## src/rtl/macguffin_pkg.sv

```systemverilog
// Shared MacGuffin constants, types, S-box tables and F-function tap/output maps.
// Used by the decryption top (decryption.sv) and the combinational F-function (macguffin_f.sv).
package macguffin_pkg;

  localparam int NUM_ROUNDS = 32;
  localparam int BLOCK_W    = 64;
  localparam int RK_W       = 48;
  localparam int WORD_W     = 16;

  // Entry 0 is the first encryption round; each entry is {k2, k1, k0}.
  typedef logic [NUM_ROUNDS-1:0][RK_W-1:0] round_keys_t;

  typedef enum logic [1:0] {
    IDLE  = 2'd0,
    ROUND = 2'd1,
    OUT   = 2'd2
  } state_e;

  // Per S-box: {a tap (MSB of index), a tap, b tap, b tap, c tap, c tap (LSB)}.
  localparam int unsigned TAP [8][6] = '{
    '{ 2,  5,  6,  9, 11, 13},
    '{ 1,  4,  7, 10,  8, 14},
    '{ 3,  6,  8, 13,  0, 15},
    '{12, 14,  1,  2,  4, 10},
    '{ 0, 10,  3, 14,  6, 12},
    '{ 7,  8, 12, 15,  1,  5},
    '{ 9, 15,  5, 11,  2,  7},
    '{11, 13,  0,  4,  3,  9}
  };

  // Per S-box: {position of output bit 1, position of output bit 0}.
  localparam int unsigned OUT_POS [8][2] = '{
    '{0,  8}, '{1,  9}, '{2, 10}, '{3, 11},
    '{4, 12}, '{5, 13}, '{6, 14}, '{7, 15}
  };

  // Entry i of S-box s occupies bits [2*i+1:2*i] of SBOX[s].
  localparam logic [127:0] SBOX [8] = '{
    128'h5A3C_96E1_0F7B_D248_C3A5_6E19_B70D_F284,
    128'h93E6_1CB5_78A0_4FD2_2D6B_E953_0AC7_F41E,
    128'hE14D_2FB8_836C_5A09_79C2_F05E_B614_AD3C,
    128'h2B7E_1516_28AE_D2A6_ABF7_1588_09CF_4F3C,
    128'hC66F_A5E1_3B09_7D48_E2D1_5F0A_86B3_94C7,
    128'h7D1A_E58B_0C36_F92E_4B87_A1D0_3E6C_95F2,
    128'h4E9C_B3D7_60A5_1F28_D86E_27B1_C5F0_3A94,
    128'hB8F1_0D6A_E493_57C2_1A7F_C03E_9D58_26B4
  };

endpackage

```

## src/rtl/macguffin_f.sv

```systemverilog
// MacGuffin F-function: eight 6-to-2 S-boxes fed from three 16-bit words.
// Purely combinational; shared by the encryption and decryption datapaths.
module macguffin_f
  import macguffin_pkg::*;
(
  input  logic [WORD_W-1:0] i_a,
  input  logic [WORD_W-1:0] i_b,
  input  logic [WORD_W-1:0] i_c,
  output logic [WORD_W-1:0] o_f
);

  for (genvar s = 0; s < 8; s++) begin : g_sbox
    logic [5:0] w_idx;
    logic [1:0] w_val;

    assign w_idx = {i_a[TAP[s][0]], i_a[TAP[s][1]],
                    i_b[TAP[s][2]], i_b[TAP[s][3]],
                    i_c[TAP[s][4]], i_c[TAP[s][5]]};
    assign w_val = 2'(SBOX[s] >> {w_idx, 1'b0});

    assign o_f[OUT_POS[s][0]] = w_val[1];
    assign o_f[OUT_POS[s][1]] = w_val[0];
  end

endmodule

```

## src/rtl/decryption.sv

```systemverilog
// Iterative MacGuffin decryptor: round keys applied 31..0, AXI-Stream in and out.
// Define DECRYPTION_UNROLL2_EN for two rounds per clock (same results, half the latency).
module decryption
  import macguffin_pkg::*;
(
  input  logic               clk,
  input  logic               rst,
  input  round_keys_t        round_keys,
  input  logic               key_ready,
  input  logic [BLOCK_W-1:0] s_axis_tdata,
  input  logic               s_axis_tvalid,
  output logic               s_axis_tready,
  output logic [BLOCK_W-1:0] m_axis_tdata,
  output logic               m_axis_tvalid,
  input  logic               m_axis_tready
);

  localparam int CNT_W = $clog2(NUM_ROUNDS);

  state_e             r_state;
  logic [BLOCK_W-1:0] r_data;
  logic [CNT_W-1:0]   r_cnt;
  logic               r_idle_rdy;
  logic               r_m_tvalid;

  logic [RK_W-1:0]    w_k0;
  logic [WORD_W-1:0]  w_f0;
  logic [BLOCK_W-1:0] w_r0;
  logic [BLOCK_W-1:0] w_next;
  logic               w_last;

  // One inverse round: (W3 ^ F(W0^k0, W1^k1, W2^k2), W0, W1, W2).
  assign w_k0 = round_keys[r_cnt];

  macguffin_f u_f0 (
    .i_a (r_data[15:0]  ^ w_k0[15:0]),
    .i_b (r_data[31:16] ^ w_k0[31:16]),
    .i_c (r_data[47:32] ^ w_k0[47:32]),
    .o_f (w_f0)
  );

  assign w_r0 = {r_data[47:0], r_data[63:48] ^ w_f0};

`ifdef DECRYPTION_UNROLL2_EN
  localparam logic [CNT_W-1:0] STEP = CNT_W'(2);

  if ((NUM_ROUNDS % 2) != 0) begin : g_odd_rounds
    $error("decryption: NUM_ROUNDS must be even when two rounds run per clock");
  end

  logic [CNT_W-1:0]  w_cnt_m1;
  logic [RK_W-1:0]   w_k1;
  logic [WORD_W-1:0] w_f1;

  assign w_cnt_m1 = r_cnt - 1'b1;
  assign w_k1     = round_keys[w_cnt_m1];

  macguffin_f u_f1 (
    .i_a (w_r0[15:0]  ^ w_k1[15:0]),
    .i_b (w_r0[31:16] ^ w_k1[31:16]),
    .i_c (w_r0[47:32] ^ w_k1[47:32]),
    .o_f (w_f1)
  );

  assign w_next = {w_r0[47:0], w_r0[63:48] ^ w_f1};
  assign w_last = (r_cnt == CNT_W'(1));
`else
  localparam logic [CNT_W-1:0] STEP = CNT_W'(1);

  assign w_next = w_r0;
  assign w_last = (r_cnt == '0);
`endif

  // NOTE: tready is gated by the live key_ready so a key drop stalls the very
  // cycle it happens; the registered half keeps it low through reset and busy states.
  assign s_axis_tready = r_idle_rdy & key_ready;
  assign m_axis_tdata  = r_data;
  assign m_axis_tvalid = r_m_tvalid;

  // NOTE: all state updates use non-blocking assignments so every register
  // samples the pre-edge values, independent of statement order.
  always_ff @(posedge clk or negedge rst) begin
    if (!rst) begin
      r_state    <= IDLE;
      r_data     <= '0;
      r_cnt      <= CNT_W'(NUM_ROUNDS - 1);
      r_idle_rdy <= 1'b0;
      r_m_tvalid <= 1'b0;
    end else begin
      case (r_state)
        IDLE: begin
          r_idle_rdy <= 1'b1;
          if (s_axis_tvalid && s_axis_tready) begin
            r_data     <= s_axis_tdata;
            r_cnt      <= CNT_W'(NUM_ROUNDS - 1);
            r_idle_rdy <= 1'b0;
            r_state    <= ROUND;
          end
        end
        ROUND: begin
          // Keys are only trusted while key_ready holds; otherwise drop the block.
          if (!key_ready) begin
            r_idle_rdy <= 1'b1;
            r_state    <= IDLE;
          end else begin
            r_data <= w_next;
            r_cnt  <= r_cnt - STEP;
            if (w_last) begin
              r_m_tvalid <= 1'b1;
              r_state    <= OUT;
            end
          end
        end
        OUT: begin
          if (m_axis_tready) begin
            r_m_tvalid <= 1'b0;
            r_idle_rdy <= 1'b1;
            r_state    <= IDLE;
          end
        end
        default: begin
          r_m_tvalid <= 1'b0;
          r_idle_rdy <= 1'b0;
          r_state    <= IDLE;
        end
      endcase
    end
  end

endmodule
```

## config.mk

```make
export PLATFORM = sky130hd
export DESIGN_NAME = decryption
export DESIGN_NICKNAME = d
export VERILOG_FILES = /design/src/rtl/macguffin_pkg.sv /design/src/rtl/macguffin_f.sv /design/src/rtl/decryption.sv
export SDC_FILE = /design/constraint.sdc
export NUM_CORES = 1
export LEC_CHECK = 0
export ABC_AREA = 0
export BUFFER_PORTS_ARGS = -buffer_cell sky130_fd_sc_hd__buf_2
export CAP_MARGIN = 20
export CORE_AREA = 2 2 646 648
export DETAILED_ROUTE_END_ITERATION = 6
export DIE_AREA = 0 0 648 650
export PLACE_DENSITY = 0.3
export RECOVER_POWER = 100
export SLEW_MARGIN = 0
export SYNTH_ARGS = -nofsm -noshare
export SYNTH_HDL_FRONTEND = slang
export SYNTH_HIERARCHICAL = 1
export SYNTH_SLANG_ARGS = --single-unit
```

## constraint.sdc

```tcl
create_clock -name clk -period 3.95 [get_ports clk]
set_clock_uncertainty 0.1 [all_clocks]
set_input_delay 0.395 -clock clk [delete_from_list [all_inputs] [get_ports clk]]
set_output_delay 0.395 -clock clk [all_outputs]
set_load 0.01 [all_outputs]
```

==> flow_summary.ini, run 1 <==
[outcome]
status = complete, but fails checks
violations = capacitance limit, slew limit, setup timing

[routing]
drt_iter0_markers = 2167
via_per_inst = 3.00
num_vias = 29200
firstDrtPassIters = 5
wire_per_inst_um = 37.0
route.detailed.drc = 0
wirelength_mm = 359
drtAntennaViolNets = 0

[timing]
finalSetupViolCount = 16
hold_viol = 0
tightest_slew_ns = 1.57
slew_viol_final = 47
fin_tns_setup_ns = -9.94
fin_ws_ns = -0.885
fmax_mhz = 207
period_share_pct = 122
min_period_ns = 4.83
rsz0062_at_grt = yes
timing.slew.headroom_pct = -4.73

[floorplanning]
coreArea_um2 = 415000
initial_core_util_pct = 4.52
ios = 1671
die-area_um2 = 421000
fp.dieW_um = 648
die_y_um = 650
row_count = 237

[yosys]
yosys_register_bits = 73
synthTopCellsByArea = mux4_2 33%, mux2i_1 16%, dfrtp_1 9.1%
synth_edf_count = 0
synth_common_cells = 296 x mux2i_1, 277 x mux4_2, 153 x a22oi_1
ys_warn_count = 6
synth_most_common_cell = mux2i_1
synthArstFlopShare_pct = 100
yosys.area.top_type_share_pct = 33.3
syn_nets = 3531
ys_types = 69
synthesis.area_um2 = 18800
yosysSeqAreaShare_pct = 9.77
synth_flop_cell = dfrtp_1
postSynthCellCount = 1867
syn_area_per_cell_um2 = 10.0
yosysTopAreaCell = mux4_2

[clocking]
cts_root_buffer = clkbuf_16
cts_tree = yes
htreeDepth = 3
clock_latency_ns = 0.41
clkTransAtPathRegs_ns = 0.08
numClockSinks = 73
numCtsBuffers = 9
cts_buffer_depth = 2

[setup_path]
worstPathMaxFanout = 11
critPathMaxStageDelay_ns = 0.68
worst_ep_arrival_time_ns = 5.01
crit_required_ns = 4.12
crit_path_top_delay_cell = dfstp_4
crit_chain = buf_12 -> buf_16 -> buf_4 -> mux4_2 -> a22oi_2 -> nand4_1 -> buf_4 -> xor2_4 -> buf_4 -> inv_1 -> ha_1 -> nor2b_1 -> o21ai_0 -> o211a_1 -> o32ai_2 -> xnor2_2 -> nand2_1 -> o21ai_0 -> o21ai_0
critPathKind = flip-flop to flip-flop
start_kind = flip-flop
crit_path_end_kind = flip-flop
cp.buffers_inverters = 6
cp_top_family = compound AO/OA/AOI/OAI gates

[cells_and_area]
fin_cells = 9712
fin_util_pct = 10.0
nets = 5690
area_growth_pct = 122
drive_above_1_share_pct = 69.6

[pwr]
p_per_area_nw_per_um2 = 1050
p_total_w = 0.0435
vdd_drop_max_mv = 0.394
p_leak_nw = 17.7

[placed_design]
dp_cells = 9418
pre_cts_ws_ns = -1.80
io_buffers = 1670
hpwlAfterDp_mm = 335
gp_congestion = 0.943

[global_route]
grt_pass1_wl_mm = 421
grt_pass1_vias = 29300
grtUsageTotal_pct = 16.4
antenna_found_initial = 457
grt_max_degree = 93
overflow = 0

[worst_hold_path]
hold_path_class = primary input to flip-flop

[job]
cap_viol_max_count = 1
## state kept, by name, summed over array words and instances (netlist names)
signal         count
m_axis_tdata      64
r_cnt              5
m_axis_tvalid      1
r_idle_rdy         1
r_state            2
## worst reg2reg max path: cells and delay by family, from the launching register on
family / cells / cell delay (ns)
XOR/XNOR: 2 / 0.39
flip-flops: 1 / 0.68
adder cells (fa/ha/maj): 1 / 0.19
buffers and inverters: 6 / 1.09
AO/OA/AOI/OAI: 6 / 1.18
multiplexers: 1 / 0.62
AND/OR/NAND/NOR: 3 / 0.48
## area by class of cell
class	count	area [um^2]
clock inverter	7	60.1
multi-input combinational	1554	17100
sequential	73	1840
timing repair buffer	2348	15000
fill	48400	373000
antenna	184	460
tap	5497	6880
clock buffer	9	225
inverter	40	159
## cells by family after synthesis
family	share of synthesized area, %
compound gates	16.1
xor+xnor	3.41
fa+ha+maj	3.93
buf+inv	7.08
flops	9.77
mux	49.4
simple gates	10.4
## cell usage in the layout (no fill, tap or decap), types with 13 or more instances in the layout
cell,count
buf_2,1607
buf_4,514
mux4_2,277
mux2i_1,259
diode_2,184
nand2_1,147
a22oi_1,111
o21ai_0,87
buf_12,80
dfrtp_1,68
clkbuf_1,66
nand3_1,60
a21oi_1,59
buf_6,54
o22ai_1,53
ha_1,48
a22oi_2,42
nor2_1,40
xor2_1,31
nand4_1,30
inv_1,27
mux2i_4,19
xnor2_1,19
mux2i_2,18
nor2b_1,16
o22ai_2,15
xor2_2,13
o21ai_1,13
## metal layers
layer | vias up | share of wire [%] | global-route usage [%]
li1 | 12100 | - | -
met1 | 14400 | 41 | 19.9
met2 | 1852 | 47 | 27.5
met3 | 667 | 8.5 | 5.24
met4 | 196 | 3.5 | 4.35
met5 | - | 0.36 | 0
## repair_timing
item / CTS / global route
setup buffers: 53 / 41
endpoints found under the hold margin: 44 / 0
hold buffers: 1 / 0
endpoints found under the setup margin: 16 / 16
cloned: 5 / 2
resized for setup: 201 / 159
pin swaps: 29 / 52
## per-stage QoR
step	area (um^2)	hold WS, ns
CTS	40100	0.150
finish	41600	0.181
global route	41500	0.187
detailed placement	38200	0.427
floorplan	18900	-0.000591
global placement	38100	0.426
## final timing paths
check | to | startpoint | cells past startpoint | slack [ns]
min in group asynchronous | m_axis_tdata[56] | rst | 2 | 0.84
min | m_axis_tdata[13] | s_axis_tdata[13] | 3 | 0.18
max | m_axis_tdata[14] | r_cnt[0] | 19 | -0.88
max reg2reg | m_axis_tdata[14] | r_cnt[0] | 19 | -0.88
min reg2reg | m_axis_tvalid | m_axis_tvalid | 2 | 0.44
max in group asynchronous | r_state[0] | rst | 3 | 1.00
## where the power goes
group | leakage [nW] | internal (W) | total [W] | switching, W
registers | 0.911 | 0.00110 | 0.00198 | 0.000878
logic | 16.7 | 0.0188 | 0.0406 | 0.0218
clock network | 0.132 | 0.000439 | 0.000931 | 0.000493
Power figures use the tool's default switching activity.
==> run 2, diff against run 1 <==
SKIP_CTS_REPAIR_TIMING = 1   (was unset)
==> flow_summary.ini, run 2 (synthesized netlist as in run 1, its figures left out) <==
[pwr]
vdd_drop_max_mv = 0.443
switching_share_pct = 53.6
p_leak_nw = 17.7
p_per_area_nw_per_um2 = 1050
p_int_w = 0.0200
seqPwrFrac_pct = 4.6
comb_power_share_pct = 93.3
p_switching_w = 0.0231
clockPowerShare_pct = 2.2

[setup_path]
start_kind = flip-flop
rrSetupSlack_ns = -0.91
worst_ep_arrival_time_ns = 5.04
crit_required_ns = 4.13
rr_endpoint = m_axis_tdata[14]
worstRegToRegCells = 19
crit_end = m_axis_tdata[14]
critPathLaunch = r_cnt[0]
crit_path_end_kind = flip-flop
r2r_start = r_cnt[0]
worstPathMaxFanout = 6
critPathKind = flip-flop to flip-flop

[placed_design]
dp_cells = 9418
pre_cts_ws_ns = -1.80
io_buffers = 1670
gp_congestion = 0.943
hpwlAfterDp_mm = 335

[routing]
drtAntennaViolNets = 0
wire_per_inst_um = 36.8
firstDrtPassIters = 6
route.detailed.drc = 0
wirelength_mm = 359
drt_iter0_markers = 2149
num_vias = 29300
via_per_inst = 3.00

[cells_and_area]
final_common_cell = buf_2
fill_cells = 48500
nets = 5708
drive_above_1_share_pct = 68.7
largest_reg_flops = 64
fin_cells = 9762
area_growth_pct = 120
layout_common_cells = 1611 x buf_2, 554 x buf_4, 281 x mux2i_1, 277 x mux4_2, 148 x nand2_1

[clocking]
cts_tree = yes
cts_root_buffer = clkbuf_16
clock_latency_ns = 0.40
cts_buffer_depth = 2
clkTransAtPathRegs_ns = 0.09
numCtsBuffers = 9
htreeDepth = 3
numClockSinks = 73

[floorplanning]
ios = 1671
initial_core_util_pct = 4.52
die_y_um = 650
coreArea_um2 = 415000
fp.dieW_um = 648
die-area_um2 = 421000
row_count = 237

[worst_hold_path]
hold_start = s_axis_tdata[1]
hold_path_class = primary input to flip-flop

[outcome]
status = complete, but fails checks
violations = capacitance limit, slew limit, setup timing

[global_route]
grt_pass1_wl_mm = 417
grt_pass1_vias = 28900
grt_max_degree = 93
grtUsageTotal_pct = 16.2
overflow = 0
antenna_found_initial = 449

[timing]
tightest_slew_ns = 1.51
slew_viol_final = 46
rsz0062_at_grt = yes
min_period_ns = 4.86
fmax_mhz = 206
period_share_pct = 123
timing.slew.headroom_pct = -0.588
fin_ws_ns = -0.914
finalSetupViolCount = 16
hold_viol = 0

[job]
cap_viol_max_count = 1
run 2: layout make-up:
| type | count | area, um^2 | share of cell area, % |
|---|---|---|---|
| Antenna cell | 216 | 541 | 1.31 |
| Clock inverter | 7 | 60.1 | 0.146 |
| Sequential cell | 73 | 1840 | 4.47 |
| Tap cell | 5497 | 6880 | 16.7 |
| Timing Repair Buffer | 2366 | 14900 | 36.1 |
| Inverter | 40 | 155 | 0.376 |
| Multi-Input combinational cell | 1554 | 16700 | 40.4 |
| Clock buffer | 9 | 225 | 0.546 |
run 2: how the worst min path moves through the flow:
stage / to / cells after the start
floorplan: m_axis_tdata[0] / 0
global placement: m_axis_tdata[56] / 1
detailed placement: m_axis_tdata[56] / 1
CTS: m_axis_tdata[56] / 1
global route: m_axis_tdata[9] / 3
finish: m_axis_tdata[1] / 3
run 2: per-layer routing:
layer / track usage [%] / vias to the layer above / wire length, um
met5: 0 / - / 1050
met4: 4.40 / 160 / 12300
met3: 5.19 / 628 / 30900
met2: 27.2 / 1831 / 168000
met1: 19.7 / 14500 / 147000
li1: - / 12200 / -
run 2: power by group through the flow:
stage / combinational [W] / sequential [W] / clock, W
6_report: 0.0403 / 0.00197 / 0.000934
5_1_grt: 0.0431 / 0.00201 / 0.00100
4_1_cts: 0.0373 / 0.00194 / 0.000987
3_5_place_dp: 0.0371 / 0.00195 / 0
3_3_place_gp: 0.0374 / 0.00195 / 0
2_1_floorplan: 0.0173 / 0.00157 / 0
run 2: critical path, cell delays in order, from the launching register on:
cell and delay (ns):
dfstp_4 0.68, buf_12 0.15, buf_12 0.13, buf_4 0.11
mux4_2 0.62, a22oi_2 0.50, nand4_1 0.25, buf_4 0.26
xor2_4 0.19, buf_4 0.16, inv_1 0.09, ha_1 0.19
nor2b_1 0.16, o21ai_0 0.09, o211a_1 0.16, o32ai_4 0.32
xnor2_2 0.18, nand2_1 0.13, o21ai_2 0.12, o21ai_1 0.10
run 2: stage by stage:
| stage | utilization (%) | hold slack (ns) | cell area [um^2] | total power [W] | TNS [ns] |
|---|---|---|---|---|---|
| final | 9.95 | 0.187 | 41300 | 0.0432 | -10.31 |
| after global routing | 9.89 | 0.187 | 41000 | 0.0461 | -13.18 |
| after CTS | 9.28 | -0.0368 | 38500 | 0.0402 | -17.61 |
| after detailed placement | 9.21 | 0.427 | 38200 | 0.0391 | -17.18 |
| after global placement | 9.19 | 0.426 | 38100 | 0.0394 | -21.57 |
| after floorplan | - | -0.000591 | 18900 | 0.0188 | -0.174 |
